==> config.mk <==
export PLATFORM = sky130hd
export DESIGN_NAME = minifloat_divider
export DESIGN_NICKNAME = d
export VERILOG_FILES = /design/src/rtl/minifloat_divider.sv
export SDC_FILE = /design/constraint.sdc
export NUM_CORES = 1
export LEC_CHECK = 0
export ABC_AREA = 1
export BUFFER_PORTS_ARGS = -buffer_cell sky130_fd_sc_hd__buf_2
export CAP_MARGIN = 20
export CELL_PAD_IN_SITES_DETAIL_PLACEMENT = 0
export CELL_PAD_IN_SITES_GLOBAL_PLACEMENT = 2
export CORE_ASPECT_RATIO = 2
export CORE_MARGIN = 2
export CORE_UTILIZATION = 34
export CTS_CLUSTER_DIAMETER = 40
export DETAILED_ROUTE_END_ITERATION = 12
export PLACE_DENSITY = 0.81
export SLEW_MARGIN = 20
export SYNTH_ARGS = -nofsm -noshare
export SYNTH_HDL_FRONTEND = slang
export SYNTH_SLANG_ARGS = --single-unit
==> constraint.sdc <==
create_clock -name clk -period 1.9 [get_ports clk]
set_input_delay 0.095 -clock clk [delete_from_list [all_inputs] [get_ports clk]]
set_output_delay 0.095 -clock clk [all_outputs]
set_load 0.05 [all_outputs]
==> src/rtl/minifloat_divider.sv <==
// Minifloat divider: {sign, exponent, fraction} words, round-to-nearest-even,
// denormal support, restoring division at one quotient bit per cycle.
// Operands and result move over stb/ack handshakes; A is always taken before B.
module minifloat_divider #(
  parameter int N   = 8,
  parameter int EXP = 3
) (
  input  logic         clk,
  input  logic         rst,
  input  logic [N-1:0] input_a,
  input  logic         input_a_stb,
  output logic         input_a_ack,
  input  logic [N-1:0] input_b,
  input  logic         input_b_stb,
  output logic         input_b_ack,
  output logic [N-1:0] output_z,
  output logic         output_z_stb,
  input  logic         output_z_ack
);

  localparam int FRAC = N - 1 - EXP;
  localparam int BIAS = 2**(EXP-1) - 1;
  localparam int E_W  = EXP + 2;      // signed working exponent
  localparam int M_W  = FRAC + 1;     // mantissa with hidden bit
  localparam int Q_W  = FRAC + 4;     // mantissa + guard + round + extra
  localparam int R_W  = FRAC + 3;     // partial remainder
  localparam int C_W  = $clog2(Q_W + 1);

  localparam logic signed [E_W-1:0] E_BIAS = E_W'(BIAS);
  localparam logic signed [E_W-1:0] E_MIN  = E_W'(1 - BIAS);
  localparam logic signed [E_W-1:0] E_ONE  = E_W'(1);
  localparam logic [C_W-1:0]        LAST   = C_W'(Q_W - 1);

  typedef enum logic [3:0] {
    GET_A, GET_B, UNPACK, SPECIAL, NORM_A, NORM_B, DIV_SETUP,
    DIV_LOOP, NORM_1, NORM_2, ROUND, PACK, PUT_Z
  } state_t;

  state_t state, state_nxt;

  logic [N-1:0]            a, b;
  logic [M_W-1:0]          a_m, b_m, z_m;
  logic signed [E_W-1:0]   a_e, b_e, z_e;
  logic                    z_s;
  logic [Q_W-1:0]          q;
  logic [R_W-1:0]          rem;
  logic [C_W-1:0]          cnt;
  logic                    sticky;
  logic [N-1:0]            z_out;

  // Operand classification straight from the captured raw words
  logic a_ones, b_ones, a_frac_nz, b_frac_nz;
  logic a_nan, b_nan, a_inf, b_inf, a_zero, b_zero;
  logic sp_nan, any_special;

  assign a_ones    = &a[N-2:FRAC];
  assign b_ones    = &b[N-2:FRAC];
  assign a_frac_nz = |a[FRAC-1:0];
  assign b_frac_nz = |b[FRAC-1:0];
  assign a_nan     = a_ones & a_frac_nz;
  assign b_nan     = b_ones & b_frac_nz;
  assign a_inf     = a_ones & ~a_frac_nz;
  assign b_inf     = b_ones & ~b_frac_nz;
  assign a_zero    = ~|a[N-2:0];
  assign b_zero    = ~|b[N-2:0];
  assign sp_nan    = a_nan | b_nan | (a_inf & b_inf) | (a_zero & b_zero);
  assign any_special = sp_nan | a_inf | b_inf | b_zero | a_zero;

  // One restoring-division step
  logic [R_W-1:0] b_ext, div_diff, rem_next;
  logic           div_ge;

  assign b_ext    = {{(R_W-M_W){1'b0}}, b_m};
  assign div_ge   = rem >= b_ext;
  assign div_diff = div_ge ? (rem - b_ext) : rem;
  assign rem_next = div_diff << 1;

  // Rounding: guard=q[2], round=q[1], q[0] only matters as extra sticky
  logic           round_up;
  logic [M_W:0]   m_inc;
  logic [EXP-1:0] pack_exp;

  assign round_up = q[2] & (q[1] | q[0] | sticky | q[3]);
  assign m_inc    = {1'b0, q[Q_W-1 -: M_W]} + (M_W+1)'(1);
  assign pack_exp = EXP'(z_e + E_BIAS);

  assign output_z = z_out;

  // State register; reset wins over every transition
  always_ff @(posedge clk) begin
    if (rst) state <= GET_A;
    else     state <= state_nxt;
  end

  // Next-state and handshake outputs
  always_comb begin
    state_nxt    = state;
    input_a_ack  = 1'b0;
    input_b_ack  = 1'b0;
    output_z_stb = 1'b0;
    case (state)
      GET_A: begin
        input_a_ack = 1'b1;
        if (input_a_stb) state_nxt = GET_B;
      end
      GET_B: begin
        input_b_ack = 1'b1;
        if (input_b_stb) state_nxt = UNPACK;
      end
      UNPACK:    state_nxt = SPECIAL;
      SPECIAL:   state_nxt = any_special ? PUT_Z : NORM_A;
      NORM_A:    if (a_m[M_W-1]) state_nxt = NORM_B;
      NORM_B:    if (b_m[M_W-1]) state_nxt = DIV_SETUP;
      DIV_SETUP: state_nxt = DIV_LOOP;
      DIV_LOOP:  if (cnt == LAST) state_nxt = NORM_1;
      NORM_1:    if (q[Q_W-1]) state_nxt = NORM_2;
      NORM_2:    if (!(z_e < E_MIN)) state_nxt = ROUND;
      ROUND:     state_nxt = PACK;
      PACK:      state_nxt = PUT_Z;
      PUT_Z: begin
        output_z_stb = 1'b1;
        if (output_z_ack) state_nxt = GET_A;
      end
      default:   state_nxt = GET_A;
    endcase
  end

  // Datapath: each state updates only the registers it owns
  always_ff @(posedge clk) begin
    if (rst) begin
      z_out <= '0;
    end else begin
      case (state)
        GET_A: if (input_a_stb) a <= input_a;
        GET_B: if (input_b_stb) b <= input_b;
        UNPACK: begin
          a_m <= {|a[N-2:FRAC], a[FRAC-1:0]};
          b_m <= {|b[N-2:FRAC], b[FRAC-1:0]};
          a_e <= (a[N-2:FRAC] == '0) ? E_MIN
                 : $signed({{(E_W-EXP){1'b0}}, a[N-2:FRAC]}) - E_BIAS;
          b_e <= (b[N-2:FRAC] == '0) ? E_MIN
                 : $signed({{(E_W-EXP){1'b0}}, b[N-2:FRAC]}) - E_BIAS;
        end
        SPECIAL: begin
          if (sp_nan)
            z_out <= {1'b1, {EXP{1'b1}}, 1'b1, {(FRAC-1){1'b0}}};
          else if (a_inf)
            z_out <= {a[N-1] ^ b[N-1], {EXP{1'b1}}, {FRAC{1'b0}}};
          else if (b_inf)
            z_out <= {a[N-1] ^ b[N-1], {(N-1){1'b0}}};
          else if (b_zero)
            z_out <= {a[N-1] ^ b[N-1], {EXP{1'b1}}, {FRAC{1'b0}}};
          else if (a_zero)
            z_out <= {a[N-1] ^ b[N-1], {(N-1){1'b0}}};
        end
        NORM_A: if (!a_m[M_W-1]) begin
          a_m <= a_m << 1;
          a_e <= a_e - E_ONE;
        end
        NORM_B: if (!b_m[M_W-1]) begin
          b_m <= b_m << 1;
          b_e <= b_e - E_ONE;
        end
        DIV_SETUP: begin
          z_s    <= a[N-1] ^ b[N-1];
          z_e    <= a_e - b_e;
          q      <= '0;
          cnt    <= '0;
          rem    <= {{(R_W-M_W){1'b0}}, a_m};
          sticky <= 1'b0;
        end
        DIV_LOOP: begin
          q      <= {q[Q_W-2:0], div_ge};
          rem    <= rem_next;
          cnt    <= cnt + C_W'(1);
          sticky <= |rem_next;   // last iteration leaves the final remainder flag
        end
        NORM_1: if (!q[Q_W-1]) begin
          q   <= q << 1;
          z_e <= z_e - E_ONE;
        end
        NORM_2: if (z_e < E_MIN) begin
          q      <= q >> 1;
          z_e    <= z_e + E_ONE;
          sticky <= sticky | q[0];
        end
        ROUND: begin
          if (round_up && m_inc[M_W]) begin
            z_m <= {1'b1, {FRAC{1'b0}}};
            z_e <= z_e + E_ONE;
          end else if (round_up) begin
            z_m <= m_inc[M_W-1:0];
          end else begin
            z_m <= q[Q_W-1 -: M_W];
          end
        end
        PACK: begin
          if (z_e > E_BIAS)
            z_out <= {z_s, {EXP{1'b1}}, {FRAC{1'b0}}};
          else if (!z_m[M_W-1])
            z_out <= {z_s, {EXP{1'b0}}, z_m[FRAC-1:0]};
          else
            z_out <= {z_s, pack_exp, z_m[FRAC-1:0]};
        end
        default: ;
      endcase
    end
  end

endmodule

After elaboration in Yosys (flattened, before gate mapping)
Index checks and enable logic that the tools add are counted.
{"block": "classes", "reduce_logical": 37, "addsub": 11, "n_bitwise": 22, "n_eq_ne": 27, "n_lt_le_gt_ge": 3, "n_mux": 44}
{"cell": "$mux W8", "n": 7}
{"cell": "$pmux W4 S13", "n": 1}
{"cell": "$mux W5", "n": 10}
{"cell": "$pmux W5 S2", "n": 4}
{"cell": "$mux W4", "n": 9}
{"cell": "$pmux W8 S4", "n": 1}
{"cell": "$ne A2 B2 Y1 const B", "n": 13}
{"cell": "$reduce_and A3 Y1", "n": 8}
{"cell": "$eq A4 B3 Y1 const B", "n": 5}
{"cell": "$eq A4 B4 Y1 const B", "n": 5}
{"cell": "$pmux W5 S4", "n": 1}
{"cell": "$pmux W8 S2", "n": 1}
{"cell": "$sub A5 B2 Y5 const B", "n": 3}
{"cell": "$mux W7", "n": 2}
{"cell": "$pmux W7 S2", "n": 1}
{"cell": "$reduce_or A7 Y1", "n": 2}
{"cell": "$reduce_and A2 Y1", "n": 6}
{"cell": "$or A1 B1 Y1", "n": 11}
{"cell": "$eq A4 B2 Y1 const B", "n": 2}
{"cell": "$pmux W4 S2", "n": 1}
{"cell": "$reduce_and A8 Y1", "n": 1}
{"cell": "$reduce_bool A2 Y1", "n": 4}
{"cell": "$reduce_bool A4 Y1", "n": 2}
{"cell": "$reduce_or A4 Y1", "n": 2}
{"cell": "27 further kinds", "n": 42}
{"block": "word_totals", "inputBits": 21, "wordCells": 162, "register_bits": 79, "out_inout_bits": 11}

Logic depth before layout (Yosys ltp)
{"block": "logic_depth", "ltp_word": 12, "depth_mapped": 14, "ltp_nobuf": 14}

Worst setup path after synthesis
OpenSTA, ideal clock, no wires.
{"block": "synth_path", "path_kind": "reg-to-reg", "startpoint": "reg b_m[0]", "endpoint": "reg sticky (data pin)", "arrival_ps": 1745, "n_path_buf": 0, "setup_ps": 256, "period_less_slack_ps": 2001, "slack_ps": -101, "t_required_ps": 1644, "path_stages_with_launch": 12, "cell_sequence": "edfxtp_1 -> ha_1 -> fa_1 -> or2_2 -> nand3_1 -> nand2_1 -> nand2_1 -> nand2_1 -> nor2_1 -> nand3_1 -> nand2_1 -> nand2_1"}
{"block": "synth_via", "elab_chain_cells": 4, "elab_cells_between_ends": 5, "cone_classes": "1 x add/sub; 1 x order compare; 2 x mux; 1 x reduce/logical"}
{"element": "start, declared", "line_no": "42", "source": "logic [M_W-1:0] a_m, b_m, z_m;"}
{"element": "start signal, assigned", "line_no": "138", "source": "b_m <= {|b[N-2:FRAC], b[FRAC-1:0]};"}
{"element": "start signal, assigned", "line_no": "161", "source": "b_m <= b_m << 1;"}
{"element": "$sub A6 B5 Y6 / $ge A7 B5 Y1 (equally long branches)", "line_no": "75, 74"}
{"element": "$mux W6 (*)", "line_no": "75", "source": "assign div_diff = div_ge ? (rem - b_ext) : rem;"}
{"element": "$reduce_or A6 Y1 (*)", "line_no": "176", "source": "sticky <= |rem_next;"}
{"element": "$pmux W1 S3 (*)", "line_no": "133", "source": "case (state)"}
{"element": "end signal, assigned", "line_no": "176"}
{"element": "end signal, assigned", "line_no": "185", "source": "sticky <= sticky | q[0];"}
{"element": "end, declared", "line_no": "48", "source": "logic sticky;"}
Mark *: on every way between the ends. The rest lies on a longest branch, timed or not.
A chain may end at the register's enable or synchronous reset.

Worst setup path in the final report
{"block": "layout_path", "startpoint": "reg b_m[3]", "endpoint": "reg sticky (data pin)"}
Same word-level chain as after synthesis.

==> results.cfg <==
[yosys]
yosys-top-cells-count = nand2_1 (112), inv_1 (78), edfxtp_1 (67), nor2_1 (54), o21ai_0 (32)
synthCells = 532
ys_ff_latch = 79
synth_largest_area_cell = edfxtp_1
syn_nets = 580
yosysMostFrequentCell = nand2_1
yosys_warnings = 0
synthArstFlopShare = 0
synth.top_cells.by_area = edfxtp_1 (43%), nand2_1 (9.1%), ha_1 (6.5%)
synth-edff-count = 67
ys_types = 40
syn_avg_cell_area_um2 = 8.73
seq_area_frac_synth = 0.485
synth_flop_cell = edfxtp_1
synth.top_cell.area_share = 0.433
synth.cell_area_um2 = 4640

[critical_path]
cp_common_cell = nand2_1
cp_cell_sequence = inv_1 -> ha_4 -> buf_4 -> a21oi_2 -> nand2_1 -> nand2_1 -> nand2_1 -> nand2_1 -> nand2_1 -> nor2_1 -> nand3_1 -> nand2_1 -> nand2_1
worstPathRequired_ns = 2.00
critPathCaptureType = flip-flop
worst-path-max-fanout = 4
critPathSlowestCell = edfxtp_1
crit_type = flip-flop to flip-flop
cp_data_arrival_time_ns = 2.03
critical-path-max-stage-delay_ns = 0.42
critPathBufInv = 2
worst_setup_path_start_kind = flip-flop
cp_top_family = simple AND/OR/NAND/NOR gates

[global_route]
grt_pass1_vias = 4294
antenna_found_initial = 0
grt-busiest-layer = met2
met3_usage = 0.0258
grt_max_degree = 16
grtUsageMet1 = 0.177
track_usage = 0.179
grt_use_met2 = 0.340
grt_pass1_wl_um = 20200
overflow = 0

[routing]
route.detailed.wl_per_inst_um = 15.4
wl_um = 12600
drtAntennaViolNets = 0
via_count = 4059
first_iter_violations = 158
vias_per_cell = 4.96
drc = 0
drtPass1Iterations = 7

[finish]
antennaDiodeCount = 0
layout.nets = 706
drive_gt1_frac = 0.302
design_area_um2 = 6210
nFillCells = 1302
syn_to_final_growth_pct = 33.6
multiInputGateArea_um2 = 2250
final_cells = 818
regArea_um2 = 2250

[power_and_ir_drop]
p_leak_nw = 2.72
p_per_area_nw_per_um2 = 729
power.total_mw = 4.52
ir_drop_v = 0.000576

[clocking]
cts_root_buf = clkbuf_16
htree_levels = 3
cts_buffers = 9
clockBufferDepth = 2
clk_pin_slew_ns = 0.07
cts_sinks = 79
insertion_delay_ns = 0.34
cts_tree = built

[sta]
fin_crit_sh = 1.02
timing.slew.headroom = 0.715
setup_tns_ns = -0.0381
max_freq_mhz = 516
setup_ws_ns = -0.0381
fin_crit_ns = 1.94
drv_slew = 0
rsz0062_at_grt = true
tightest_slew_ns = 0.421
hold_viol = 0
setup_viol_count_final = 1
skew_ns = 0.0104

[status]
violations = setup timing
status = finished, violations left

[placed_design]
place.port_buffers = 31
gp_congestion = 0.912
dp_hpwl_um = 10000
dp_slack_ns = -0.0955
dp_cells = 776
placed_area_um2 = 5490

[floorplan]
std_cell_rows = 60
chipWidth_um = 86.6
core_um2 = 13400
start_util = 0.346
die_area_um2 = 14700
ios = 32
die_y_um = 169

[job]
maxCapViolCount = 0

[hold_path]
hold_path.class = primary input to flip-flop
-- sequential cells by signal (all words and copies together), names as in the netlist --
name      cells
a             8
a_e           5
a_m           5
b             8
b_e           5
b_m           5
cnt           4
output_z      8
q             8
rem           7
state         4
sticky        1
z_e           5
z_m           5
z_s           1
-- final cells by class --
| class | instances | share of cell area |
|---|---|---|
| well taps | 155 | 0.0312 |
| repair buffers | 120 | 0.142 |
| flip-flops and latches | 79 | 0.363 |
| clock buffers | 10 | 0.0369 |
| multi-input cells | 361 | 0.362 |
| clock inverters | 6 | 0.0115 |
| inverters | 87 | 0.0534 |
-- where the power goes --
| part | total (mW) | switching [mW] | internal [mW] |
|---|---|---|---|
| clock | 1.74 | 0.710 | 1.03 |
| combinational | 0.780 | 0.470 | 0.310 |
| sequential | 2.01 | 0.0469 | 1.96 |
| total | 4.52 | 1.23 | 3.30 |
-- final timing paths --
check	start	to	slack, ns	depth (start not counted)
setup / recovery	b_m[3]$_DFFE_PP_	sticky$_DFFE_PP_	-0.04	13
hold / removal	rst	output_z[4]$_SDFFE_PP0P_	0.03	2
setup reg to reg	b_m[3]$_DFFE_PP_	sticky$_DFFE_PP_	-0.04	13
hold reg to reg	output_z[1]$_SDFFE_PP0P_	output_z[1]$_SDFFE_PP0P_	0.47	2
-- worst reg2reg max path, delay by kind of cell (launching register included) --
kind,cells,cell delay (ns)
fa+ha+maj,1,0.22
simple gates,9,0.62
flops,1,0.42
compound gates,1,0.18
buf+inv,2,0.27
-- logic make-up after synthesis --
kind of cell | count (synthesis) | synth area share
adders and majority gates | 27 | 0.0776
buffers and inverters | 92 | 0.0768
DFF | 79 | 0.485
xor gates and xnor gates | 11 | 0.0224
AOI/OAI and AO/OA | 88 | 0.108
and+or+nand+nor | 235 | 0.231
-- layer usage --
metal  wire length (µm)  share of wire
met5                  0              0
met4                554          0.044
met3                275          0.022
met2               7120           0.56
met1               4670           0.37
-- layout by cell type (no fill, tap or decap), drive strengths merged, types with 3 or more instances in the layout --
| master | netlist | layout |
|---|---|---|
| nand3 | 28 | 28 |
| or2 | 4 | 4 |
| o21ai | 38 | 38 |
| nor2 | 65 | 65 |
| nor3 | 5 | 5 |
| edfxtp | 67 | 67 |
| a31oi | 4 | 4 |
| fa | 3 | 3 |
| nand2 | 121 | 121 |
| xor2 | 9 | 9 |
| nand4 | 7 | 7 |
| o21a | 3 | 3 |
| dfxtp | 12 | 12 |
| buf | 3 | 104 |
| ha | 24 | 24 |
| a21oi | 27 | 27 |
| clkbuf | 2 | 10 |
| inv | 87 | 88 |
| dlygate4sd3 | 0 | 16 |
| o22ai | 10 | 10 |
-- metrics by stage --
stage / hold WS, ns / utilization
final: 0.0311 / 0.462
after global routing: 0.0369 / 0.462
after CTS: 0.0114 / 0.447
after detailed placement: 0.273 / 0.408
after global placement: 0.273 / 0.408
after floorplan: 0.194 / -
-- what timing repair did --
item	CTS	global route
hold endpoints to repair	16	0
setup endpoints to repair	7	43
buffers inserted	2	8
hold buffers	16	0
resized for setup	9	37
pin swaps	10	15
Power figures use the tool's default switching activity.
